$ cat config.mk
export PLATFORM = sky130hd
export DESIGN_NAME = secded_decode_engine
export DESIGN_NICKNAME = d
export VERILOG_FILES = /design/src/rtl/secded_pkg.sv /design/src/rtl/secded_decode_comb.sv /design/src/rtl/secded_decode_engine.sv
export SDC_FILE = /design/constraint.sdc
export NUM_CORES = 1
export LEC_CHECK = 0
export ABC_AREA = 0
export CAP_MARGIN = 20
export CORE_ASPECT_RATIO = 0.9
export CORE_MARGIN = 8
export CORE_UTILIZATION = 55
export DETAILED_ROUTE_END_ITERATION = 7
export GPL_TIMING_DRIVEN = 0
export PLACE_DENSITY = 0.82
export SYNTH_ARGS = -nofsm -noshare
export SYNTH_HDL_FRONTEND = slang
export SYNTH_SLANG_ARGS = --single-unit
$ cat constraint.sdc
create_clock -name clk -period 4.15 [get_ports clk]
set_input_delay 0.6225 -clock clk [delete_from_list [all_inputs] [get_ports clk]]
set_output_delay 0.6225 -clock clk [all_outputs]
set_load 0.01 [all_outputs]
$ cat src/rtl/secded_pkg.sv
// Shared types and constants for the Hamming (16,11) SECDED decode engine.
package secded_pkg;

  localparam int CW_W   = 16;
  localparam int MSG_W  = 11;
  localparam int DED_BIT = 15;

  // Syndrome bit j is the parity of every codeword position whose index has bit j set.
  localparam logic [CW_W-1:0] SYN_MASK [4] = '{16'hAAAA, 16'hCCCC, 16'hF0F0, 16'hFF00};

  typedef enum logic [2:0] {
    IDLE,
    RD_LO,
    RD_HI,
    WR_LO,
    WR_HI,
    DONE
  } state_t;

endpackage

$ cat src/rtl/secded_decode_comb.sv
// Combinational SECDED decode of one 16-bit codeword into the result word
// {DED, 4'b0, d11..d1}. A p0-only error counts as a correction with no data change.
module secded_decode_comb
  import secded_pkg::*;
(
  input  logic [CW_W-1:0] cw_i,
  output logic [CW_W-1:0] result_o,
  output logic            sec_o,
  output logic            ded_o
);

  logic [3:0]      syn;
  logic            q;
  logic [CW_W-1:0] fixed;
  logic            unused_par_bits;

  // Syndrome from the four position-group parities.
  always_comb begin
    syn = '0;
    for (int j = 0; j < 4; j++) begin
      syn[j] = ^(cw_i & SYN_MASK[j]);
    end
  end

  assign q     = ^cw_i;
  assign sec_o = q;
  assign ded_o = (syn != 4'd0) && !q;

  // Flip the erroneous position on a single error; syndrome 0 means only p0 was hit.
  always_comb begin
    fixed = cw_i;
    if (q && (syn != 4'd0)) begin
      fixed[syn] = ~cw_i[syn];
    end
  end

  // Parity positions 0,1,2,4,8 carry no message data.
  assign unused_par_bits = ^{fixed[8], fixed[4], fixed[2:0]};

  assign result_o = {ded_o, 4'b0000, fixed[15:9], fixed[7:5], fixed[3]};

endmodule

$ cat src/rtl/secded_decode_engine.sv
// SECDED decode engine: reads NUM_WORDS codewords from byte memory, writes the
// corrected 11-bit messages (with DED flag) back, counts SEC/DED events, pulses ack.
//
// state | meaning
// IDLE  | waiting for req; counts hold their last-run values
// RD_LO | read codeword low byte at SRC_BASE+2i
// RD_HI | read codeword high byte at SRC_BASE+2i+1
// WR_LO | write result low byte at DST_BASE+2i, update counts
// WR_HI | write result high byte at DST_BASE+2i+1, advance or finish
// DONE  | one-cycle ack
module secded_decode_engine
  import secded_pkg::*;
#(
  parameter int AW        = 8,
  parameter int SRC_BASE  = 64,
  parameter int DST_BASE  = 94,
  parameter int NUM_WORDS = 15
) (
  input  logic          clk,
  input  logic          reset,
  input  logic          req,
  output logic          ack,
  output logic          busy,
  output logic [AW-1:0] mem_addr,
  input  logic [7:0]    mem_rd_data,
  output logic          mem_wr_en,
  output logic [7:0]    mem_wr_data,
  output logic [7:0]    sec_count,
  output logic [7:0]    ded_count
);

  localparam int IDX_W = 7;
  localparam logic [IDX_W-1:0] LAST_IDX = IDX_W'(NUM_WORDS - 1);

  state_t          state_q, state_d;
  logic [IDX_W-1:0] idx_q, idx_d;
  logic [7:0]      lo_q, lo_d;
  logic [7:0]      hi_q, hi_d;
  logic [7:0]      sec_q, sec_d;
  logic [7:0]      ded_q, ded_d;

  logic [CW_W-1:0] result;
  logic            dec_sec;
  logic            dec_ded;
  logic [AW-1:0]   src_lo, src_hi, dst_lo, dst_hi;

  secded_decode_comb u_dec (
    .cw_i     ({hi_q, lo_q}),
    .result_o (result),
    .sec_o    (dec_sec),
    .ded_o    (dec_ded)
  );

  // Addresses wrap naturally at AW bits.
  assign src_lo = AW'(SRC_BASE) + AW'({idx_q, 1'b0});
  assign src_hi = src_lo + AW'(1);
  assign dst_lo = AW'(DST_BASE) + AW'({idx_q, 1'b0});
  assign dst_hi = dst_lo + AW'(1);

  assign sec_count = sec_q;
  assign ded_count = ded_q;

  // State, index, latched codeword bytes and counters.
  always_ff @(posedge clk or negedge reset) begin
    if (!reset) begin
      state_q <= IDLE;
      idx_q   <= '0;
      lo_q    <= '0;
      hi_q    <= '0;
      sec_q   <= '0;
      ded_q   <= '0;
    end else begin
      state_q <= state_d;
      idx_q   <= idx_d;
      lo_q    <= lo_d;
      hi_q    <= hi_d;
      sec_q   <= sec_d;
      ded_q   <= ded_d;
    end
  end

  // Next-state logic and memory/handshake outputs.
  always_comb begin
    state_d     = state_q;
    idx_d       = idx_q;
    lo_d        = lo_q;
    hi_d        = hi_q;
    sec_d       = sec_q;
    ded_d       = ded_q;
    mem_addr    = '0;
    mem_wr_en   = 1'b0;
    mem_wr_data = '0;
    ack         = 1'b0;
    busy        = 1'b0;
    case (state_q)
      IDLE: begin
        if (req) begin
          state_d = RD_LO;
          idx_d   = '0;
          sec_d   = '0;
          ded_d   = '0;
        end
      end
      RD_LO: begin
        busy     = 1'b1;
        mem_addr = src_lo;
        lo_d     = mem_rd_data;
        state_d  = RD_HI;
      end
      RD_HI: begin
        busy     = 1'b1;
        mem_addr = src_hi;
        hi_d     = mem_rd_data;
        state_d  = WR_LO;
      end
      WR_LO: begin
        busy        = 1'b1;
        mem_addr    = dst_lo;
        mem_wr_en   = 1'b1;
        mem_wr_data = result[7:0];
        if (dec_sec && (sec_q != 8'hFF)) sec_d = sec_q + 8'd1;
        if (dec_ded && (ded_q != 8'hFF)) ded_d = ded_q + 8'd1;
        state_d = WR_HI;
      end
      WR_HI: begin
        busy        = 1'b1;
        mem_addr    = dst_hi;
        mem_wr_en   = 1'b1;
        mem_wr_data = result[15:8];
        if (idx_q == LAST_IDX) begin
          state_d = DONE;
        end else begin
          idx_d   = idx_q + IDX_W'(1);
          state_d = RD_LO;
        end
      end
      DONE: begin
        busy    = 1'b1;
        ack     = 1'b1;
        state_d = IDLE;
      end
      default: state_d = IDLE;
    endcase
  end

endmodule

==> results of run 1 <==
## final timing paths
| check | start | to | slack (ns) | depth (start not counted) |
|---|---|---|---|---|
| max | lo_q[5] | mem_wr_data[3] | 0.1 | 11 |
| min | reset | idx_q[3] | 0.11 | 1 |
| max reg2reg | lo_q[5] | ded_count[6] | 1.41 | 8 |
| min reg2reg | sec_count[6] | sec_count[6] | 0.54 | 1 |
| max in group asynchronous | reset | hi_q[1] | 3.61 | 2 |
| min in group clk | sec_count[6] | sec_count[6] | 0.54 | 1 |
## routing by layer
metal	share of wire, %	track usage [%]	vias to the layer above
li1	-	-	1174
met1	44	22.16	1192
met5	0	0	-
met3	4.9	4.189	14
met4	2.1	6.433	0
met2	49	29.48	61
## per-stage QoR
step           setup TNS (ns)  setup slack (ns)
5_1_grt              -0.06741          -0.06646
2_1_floorplan               0            0.9665
3_3_place_gp                0            0.2197
6_report                    0           0.09804
4_1_cts              -0.03212          -0.01976
3_5_place_dp                0            0.2045
## registers in the layout, indices dropped and copies added, names as in the netlist
signal     flops
ded_count      8
hi_q           8
lo_q           8
sec_count      8
idx_q          7
state_q        3
## final cells by class
class | count | area, sq um | area share [%]
Clock inverter | 3 | 40.04 | 1.103
Sequential cell | 42 | 1055 | 29.06
Timing Repair Buffer | 50 | 503.0 | 13.86
Inverter | 6 | 22.52 | 0.6205
Clock buffer | 5 | 68.82 | 1.896
Multi-Input combinational cell | 236 | 1803 | 49.67
Buffer | 12 | 53.80 | 1.482
Tap cell | 67 | 83.83 | 2.310
## cells in the final DEF (no fill, tap or decap), drive strengths merged, types with 2 or more instances in the layout
master,n
a32oi,2
o21ai,14
dlymetal6s2s,5
nor2,32
mux2i,8
nor3b,2
and3,2
ha,5
o41ai,3
xnor2,25
xor2,12
a221oi,2
dlygate4sd2,2
a21oi,13
inv,5
and2,5
o31ai,2
clkbuf,15
nand4,3
nor3,8
o211ai,5
nand2,32
o22ai,6
clkinv,3
clkdlybuf4s50,37
or3,5
and3b,2
mux2,17
buf,8
xnor3,3
nand3,12
dfrtp,42
## cell families after synthesis
logic type | count (synthesis)
buffers and inverters | 18
adder cells (fa/ha/maj) | 5
multiplexers | 26
flip-flops | 42
XOR/XNOR | 40
AO/OA/AOI/OAI | 55
AND/OR/NAND/NOR | 110
## worst max-delay path: stages (launching register included)
cell and delay [ns]:
sky130_fd_sc_hd__dfrtp_1 0.36, sky130_fd_sc_hd__buf_2 0.16, sky130_fd_sc_hd__xnor2_1 0.16, sky130_fd_sc_hd__xnor3_2 0.51, sky130_fd_sc_hd__xnor2_4 0.21, sky130_fd_sc_hd__buf_6 0.18, sky130_fd_sc_hd__mux2i_1 0.22, sky130_fd_sc_hd__a21oi_1 0.12
sky130_fd_sc_hd__a32oi_2 0.30, sky130_fd_sc_hd__o311ai_4 0.19, sky130_fd_sc_hd__o22ai_1 0.15, sky130_fd_sc_hd__clkdlybuf4s50_1 0.56
## repair_timing
action | in CTS | in global routing
pin swaps | 1 | 2
setup buffers | 1 | 2
resized for setup | 8 | 9
setup endpoints to repair | 6 | 6
==> results.yml, run 1 <==
sta:
  finalWorstPathRequiredPeriod_ns: 4.052
  timing_hold_violations_final: 0
  max_slew.worst_pin.slew_ns: 0.5443
  skew_ns: 0.006762
  setup-violations-final: 0
  timing_max_transition_violations_final: 0
  hold-worst-slack_ns: 0.1063
  final.period_utilization_pct: 97.64
  timing.fmax_mhz: 246.8
  slew_headroom_pct: 63.71
final_layout:
  antenna_cells: 0
  final_nets: 369
  drive_gt1_share_pct: 16.95
  layout.filler_cells: 398
  final_cells: 421
  layout.cell_area.non_filler_sq_um: 3630
  flow.area_growth_from_synthesis_pct: 26.46
  fraction_of_the_core_area_covered_by_cells_at_the_end_of_the_flow_pct: 70.76
clock_tree:
  clock_path_buffers: 2
  cts_tree: "built"
  cts-hold-fix-buffers: 0
  htree_num_levels: 2
  tritoncts.num_buffers: 5
  clk_root_buf: "sky130_fd_sc_hd__clkbuf_8"
  worst_skew_late_latency_ns: 0.30
  clk_pin_slew_ns: 0.08
  cts_num_sinks: 42
logic_synthesis:
  synth-simple-area-share_pct: 18.35
  postSynthCellCount: 296
  yosysMostFrequentCell: "sky130_fd_sc_hd__dfrtp_1"
  synth_top_family_by_area: "simple AND/OR/NAND/NOR gates"
  post_synth_main_area_contributors: "sky130_fd_sc_hd__dfrtp_1 37%, sky130_fd_sc_hd__mux2_2 6.7%, sky130_fd_sc_hd__xnor2_1 5.8%"
  syn_nets: 312
  yosys_most_used_dff: "sky130_fd_sc_hd__dfrtp_1"
  synth_fa_ha_area_share_pct: 2.180
  synthesis.area_per_instance_sq_um: 9.697
  syn-cell-area_sq_um: 2870
  async_reset_ff_share_pct: 100.0
  yosys_register_bits: 42
  synth.yosys.seq_area_share_pct: 36.62
  synth.area.mux_share_pct: 10.24
  count_of_flip_flops_with_a_built_in_enable_after_synthesis: 0
  yosys.area_share.xor_xnor_pct: 16.22
  synth_commonest_cells: "42 x sky130_fd_sc_hd__dfrtp_1, 32 x sky130_fd_sc_hd__nand2_1, 32 x sky130_fd_sc_hd__nor2_1, 19 x sky130_fd_sc_hd__xnor2_1, 17 x sky130_fd_sc_hd__mux2_2"
  proportion_of_netlist_area_held_by_the_largest_area_contributor_pct: 36.62
  synthDistinctLibCells: 53
  synth.largest_area_cell: "sky130_fd_sc_hd__dfrtp_1"
  fraction_of_the_mapped_netlist_area_in_compound_gates_pct: 13.73
  ys.warnings.count: 0
placed_design:
  gp_routability_congestion: 0.8966
  place_inst: 410
  post_dp_cell_area_sq_um: 3425
  port_buffers: 45
  hpwl_microns: 5056
setup_path:
  worst_endpoint_required_time_ns: 3.53
  critical_path_class: "flip-flop to output pin"
  timing.critical_path.arrival_ns: 3.43
  cp-start-kind: "flip-flop"
  path_max_fanout: 10
  critPathCaptureType: "output pin"
worst_hold_path:
  min_path_type: "primary input to asynchronous set/reset pin"
route:
  detail_route.iter0.violations: 171
  num_vias: 2441
  firstDrtPassIters: 4
  detail_route.drc_violations: 0
  average_routed_wire_per_standard_cell_microns: 16.68
  routed_wirelength_microns: 7022
  route.antenna.remaining_nets: 0
  post_detailed_route_via_to_cell_ratio: 5.798
die:
  start_util_pct: 55.95
  num_io_pins: 46
  die_wd_microns: 92.15
  row_count: 25
  floorplan.die.height_microns: 84.53
  core_area_sq_um: 5130
  design.die.area_sq_um: 7789
global_routing:
  gr-usage-all-layers_pct: 17.88
  grt_max_degree: 41
  first_global_vias: 2330
  antenna_found_initial: 0
  wire_length_of_the_first_global_routing_pass_microns: 11350
  grt-ovfl-total: 0
outcome:
  outcome: "finished, final reports clean"
job:
  max_cap_violations: 0
Power of run 1 is not shown: default switching activity piles up to over one toggle a cycle in this logic, so the estimate is an artifact.
==> run 2: changes to the inputs <==
--- a/config.mk
+++ b/config.mk
@@ -6,7 +6,6 @@
 export NUM_CORES = 1
 export LEC_CHECK = 0
 export ABC_AREA = 0
-export CAP_MARGIN = 20
 export CORE_ASPECT_RATIO = 0.9
 export CORE_MARGIN = 8
 export CORE_UTILIZATION = 55
==> run 2 against run 1 <==
  * Global-route usage down 0.58 points
  * Die area unchanged
  * Via count up 0.61%
  * Fmax up 1.2%
  * Flip-flop and latch count unchanged
  * Critical endpoint unchanged
  * Largest cell class unchanged
==> results.yml, run 2 (synthesis gave the netlist of run 1 again) <==
global_routing:
  antenna_found_initial: 0
  grt_max_degree: 41
  wire_length_of_the_first_global_routing_pass_microns: 11130
  grt-ovfl-total: 0
  gr-usage-all-layers_pct: 17.29
  first_global_vias: 2294
sta:
  skew_ns: 0.01121
  final.period_utilization_pct: 96.51
  timing_hold_violations_final: 0
  timing_max_transition_violations_final: 0
  slew_headroom_pct: 52.68
  finalWorstPathRequiredPeriod_ns: 4.005
  setup-violations-final: 0
  timing.fmax_mhz: 249.7
  max_slew.worst_pin.slew_ns: 0.7066
job:
  max_cap_violations: 0
final_layout:
  antenna_cells: 0
  flow.area_growth_from_synthesis_pct: 26.37
  mostFrequentLayoutCells: "38 x sky130_fd_sc_hd__dfrtp_1, 37 x sky130_fd_sc_hd__clkdlybuf4s50_1, 32 x sky130_fd_sc_hd__nor2_1, 32 x sky130_fd_sc_hd__nand2_1"
  fraction_of_the_core_area_covered_by_cells_at_the_end_of_the_flow_pct: 70.71
  final_nets: 367
  drive_gt1_share_pct: 17.61
  layout_commonest_cell: "sky130_fd_sc_hd__dfrtp_1"
  layout.filler_cells: 396
setup_path:
  timing.critical_path.arrival_ns: 3.38
  worst_endpoint_required_time_ns: 3.53
  cp-start-kind: "flip-flop"
  path_max_fanout: 8
  critPathCaptureType: "output pin"
  critical_path_class: "flip-flop to output pin"
placed_design:
  port_buffers: 45
  hpwl_microns: 4997
  gp_routability_congestion: 0.8966
outcome:
  outcome: "finished, final reports clean"
route:
  firstDrtPassIters: 5
  route.antenna.remaining_nets: 0
  detail_route.drc_violations: 0
  num_vias: 2456
  detail_route.iter0.violations: 142
  routed_wirelength_microns: 6754
  post_detailed_route_via_to_cell_ratio: 5.862
  average_routed_wire_per_standard_cell_microns: 16.12
die:
  core_area_sq_um: 5130
  design.die.area_sq_um: 7789
  floorplan.die.height_microns: 84.53
  start_util_pct: 55.95
  die_wd_microns: 92.15
  row_count: 25
  num_io_pins: 46
clock_tree:
  worst_skew_late_latency_ns: 0.30
  clock_path_buffers: 2
  htree_num_levels: 2
  cts_num_sinks: 42
  clk_pin_slew_ns: 0.09
  cts_tree: "built"
  tritoncts.num_buffers: 5
  clk_root_buf: "sky130_fd_sc_hd__clkbuf_8"
worst_hold_path:
  min_path_type: "primary input to asynchronous set/reset pin"
## run 2: changes by cell type in the layout (fill, tap and decap cells not counted), sizes merged
cell  before  now
buf        8    6
## run 2: layer usage
layer | vias up | track usage, % | part of all wire, %
li1 | 1170 | - | -
met1 | 1197 | 21.44 | 44
met2 | 72 | 28.64 | 49
met3 | 17 | 3.922 | 5.2
met4 | 0 | 6.140 | 2.0
met5 | - | 0 | 0
## run 2: timing repair
item,in CTS,in global routing
setup buffers,1,1
pin swaps,1,3
hold buffers,0,0
endpoints found under the setup margin,7,6
gates resized for setup,7,13
## run 2: path summary, 6_finish.rpt
path	from	to	slack [ns]	cells after the start
worst max-delay path	hi_q[7]	mem_wr_data[3]	0.14	9
worst min-delay path	reset	idx_q[3]	0.11	1
worst max register to register	lo_q[5]	ded_count[6]	1.47	8
worst min register to register	sec_count[6]	sec_count[6]	0.55	1
max in group asynchronous	reset	hi_q[5]	3.61	2
min in group clk	sec_count[6]	sec_count[6]	0.55	1
## run 2: area by class of cell
| type | count | area [sq um] | share of cell area (%) |
|---|---|---|---|
| inverter | 6 | 22.52 | 0.6209 |
| tap | 67 | 83.83 | 2.311 |
| clock buffer | 5 | 68.82 | 1.897 |
| sequential | 42 | 1056 | 29.11 |
| buffer | 12 | 53.80 | 1.483 |
| clock inverter | 3 | 40.04 | 1.104 |
| multi-input combinational | 236 | 1812 | 49.95 |
| timing repair buffer | 48 | 490.5 | 13.52 |
## run 2: critical path: stages, from the launching register on
cell                              delay, ns
sky130_fd_sc_hd__dfrtp_1               0.51
sky130_fd_sc_hd__xnor2_2               0.37
sky130_fd_sc_hd__xnor2_4               0.17
sky130_fd_sc_hd__xnor2_2               0.44
sky130_fd_sc_hd__mux2i_1               0.26
sky130_fd_sc_hd__mux2i_1               0.11
sky130_fd_sc_hd__a32oi_2               0.31
sky130_fd_sc_hd__o311ai_4              0.20
sky130_fd_sc_hd__o22ai_1               0.15
sky130_fd_sc_hd__clkdlybuf4s50_1       0.56
## run 2: through the flow
stage	cell area, sq um	hold WS [ns]	setup WS (ns)	std cells	TNS (ns)
6_report	3627	0.1117	0.1448	419	0
3_5_place_dp	3420	0.4328	0.1992	409	0
3_3_place_gp	3405	0.5226	0.2197	408	0
4_1_cts	3573	0.1051	-0.01315	418	-0.01315
5_1_grt	3627	0.1037	-0.01631	419	-0.01631
2_1_floorplan	2870	0.3269	0.9665	296	0
Power of run 2 is left out for the same reason.
==> RTL change, RTL diff (settings of run 2) <==
The localparam `IDX_W` goes from 7 to 6.
--- a/src/rtl/secded_decode_engine.sv
+++ b/src/rtl/secded_decode_engine.sv
@@ -29,7 +29,7 @@
   output logic [7:0]    ded_count
 );
 
-  localparam int IDX_W = 7;
+  localparam int IDX_W = 6;
   localparam logic [IDX_W-1:0] LAST_IDX = IDX_W'(NUM_WORDS - 1);
 
   state_t          state_q, state_d;
Behaviour: no difference found for any inputs over 10 cycles, from zero or initial values and one cycle with reset low; that may be too few to reach the edited logic, so the function may still have changed.
==> RTL change against run 2 <==
Sequential cell count is 1 lower; non-clock buffer count is 4 lower; cell area is 7.8% lower; maximum frequency is 6.4% higher; wire length is 9.5% lower; setup slack better by 240 ps; die area is 5.8% lower; area after synthesis is 7.0% lower.
Power is left out: the tool's default activity adds up to more than one toggle a clock period on the data nets, which glitch-free logic cannot reach.
==> RTL change: results <==
[run_status]
status = "finished clean"

[worst_setup_path]
critical_path.startpoint = "hi_q[3]$_DFFE_PN0N_"
rr_worst_depth = 7
ff2ff_setup_slack_ps = 1660
timing.rr.start = "state_q[0]$_DFFE_PN0P_"
critPathArrivalTime_ps = 3140

[final_layout]
n_all_buffers = 56
synthToLayoutAreaGrowth_pct = 25.36
n_all_inverters = 5
regArea_sq_um = 1026
nMultiInputCombCells = 226
multi_input_area_sq_um = 1595
nets = 351
n_fill_cell = 367

[logic_synthesis]
synth_area_leaders = "dfrtp_1 38%, xnor2_1 12%, mux2_2 6.8%"
syn_area_per_cell_sq_um = 9.464
synth_compound_area_frac = 0.09236
synthMuxAreaShare = 0.07501
synthAdderAreaFrac = 0.02344
ys_types = 42

[drt]
drt_wl_total_microns = 6115

[global_route]
grt_usage = 0.1761
grt_max_degree = 33
grt_pass1_vias = 2086

[placed_design]
dp_slack_ps = 350.0
dp_cells = 393
place_congestion = 0.8822

[clock_network]
cts_resized = 1
post_cts_buffers = 0

[timing]
whs_ps = 175.1
fmaxAchievable_ghz = 0.2655
==> RTL change: kinds of logic (layout without fill, tap and decap cells) <==
kind of cell | Yosys count | count (layout)
AO/OA/AOI/OAI | 41 | 41
XOR/XNOR | 52 | 52
adder cells (fa/ha/maj) | 5 | 5
buffers and inverters | 15 | 69
flip-flops | 41 | 41
multiplexers | 18 | 18
AND/OR/NAND/NOR | 110 | 110
==> RTL change: layer usage <==
layer,routed length (microns),global-route usage,up-vias,share of wire
li1,-,-,1087,-
met5,0,0,-,0
met3,368,0.03400,6,0.060
met4,70,0.06136,0,0.011
met1,2714,0.2232,1016,0.44
met2,2962,0.2929,54,0.48
==> RTL change: worst max-delay path: stages (launching register included) <==
cell and delay [ps]:
dfrtp_1 450, xor2_1 200, xnor2_2 340, xnor2_4 170
xnor2_1 440, buf_2 290, nor3_1 100, xnor2_1 120
o22ai_1 160, clkdlybuf4s50_1 570
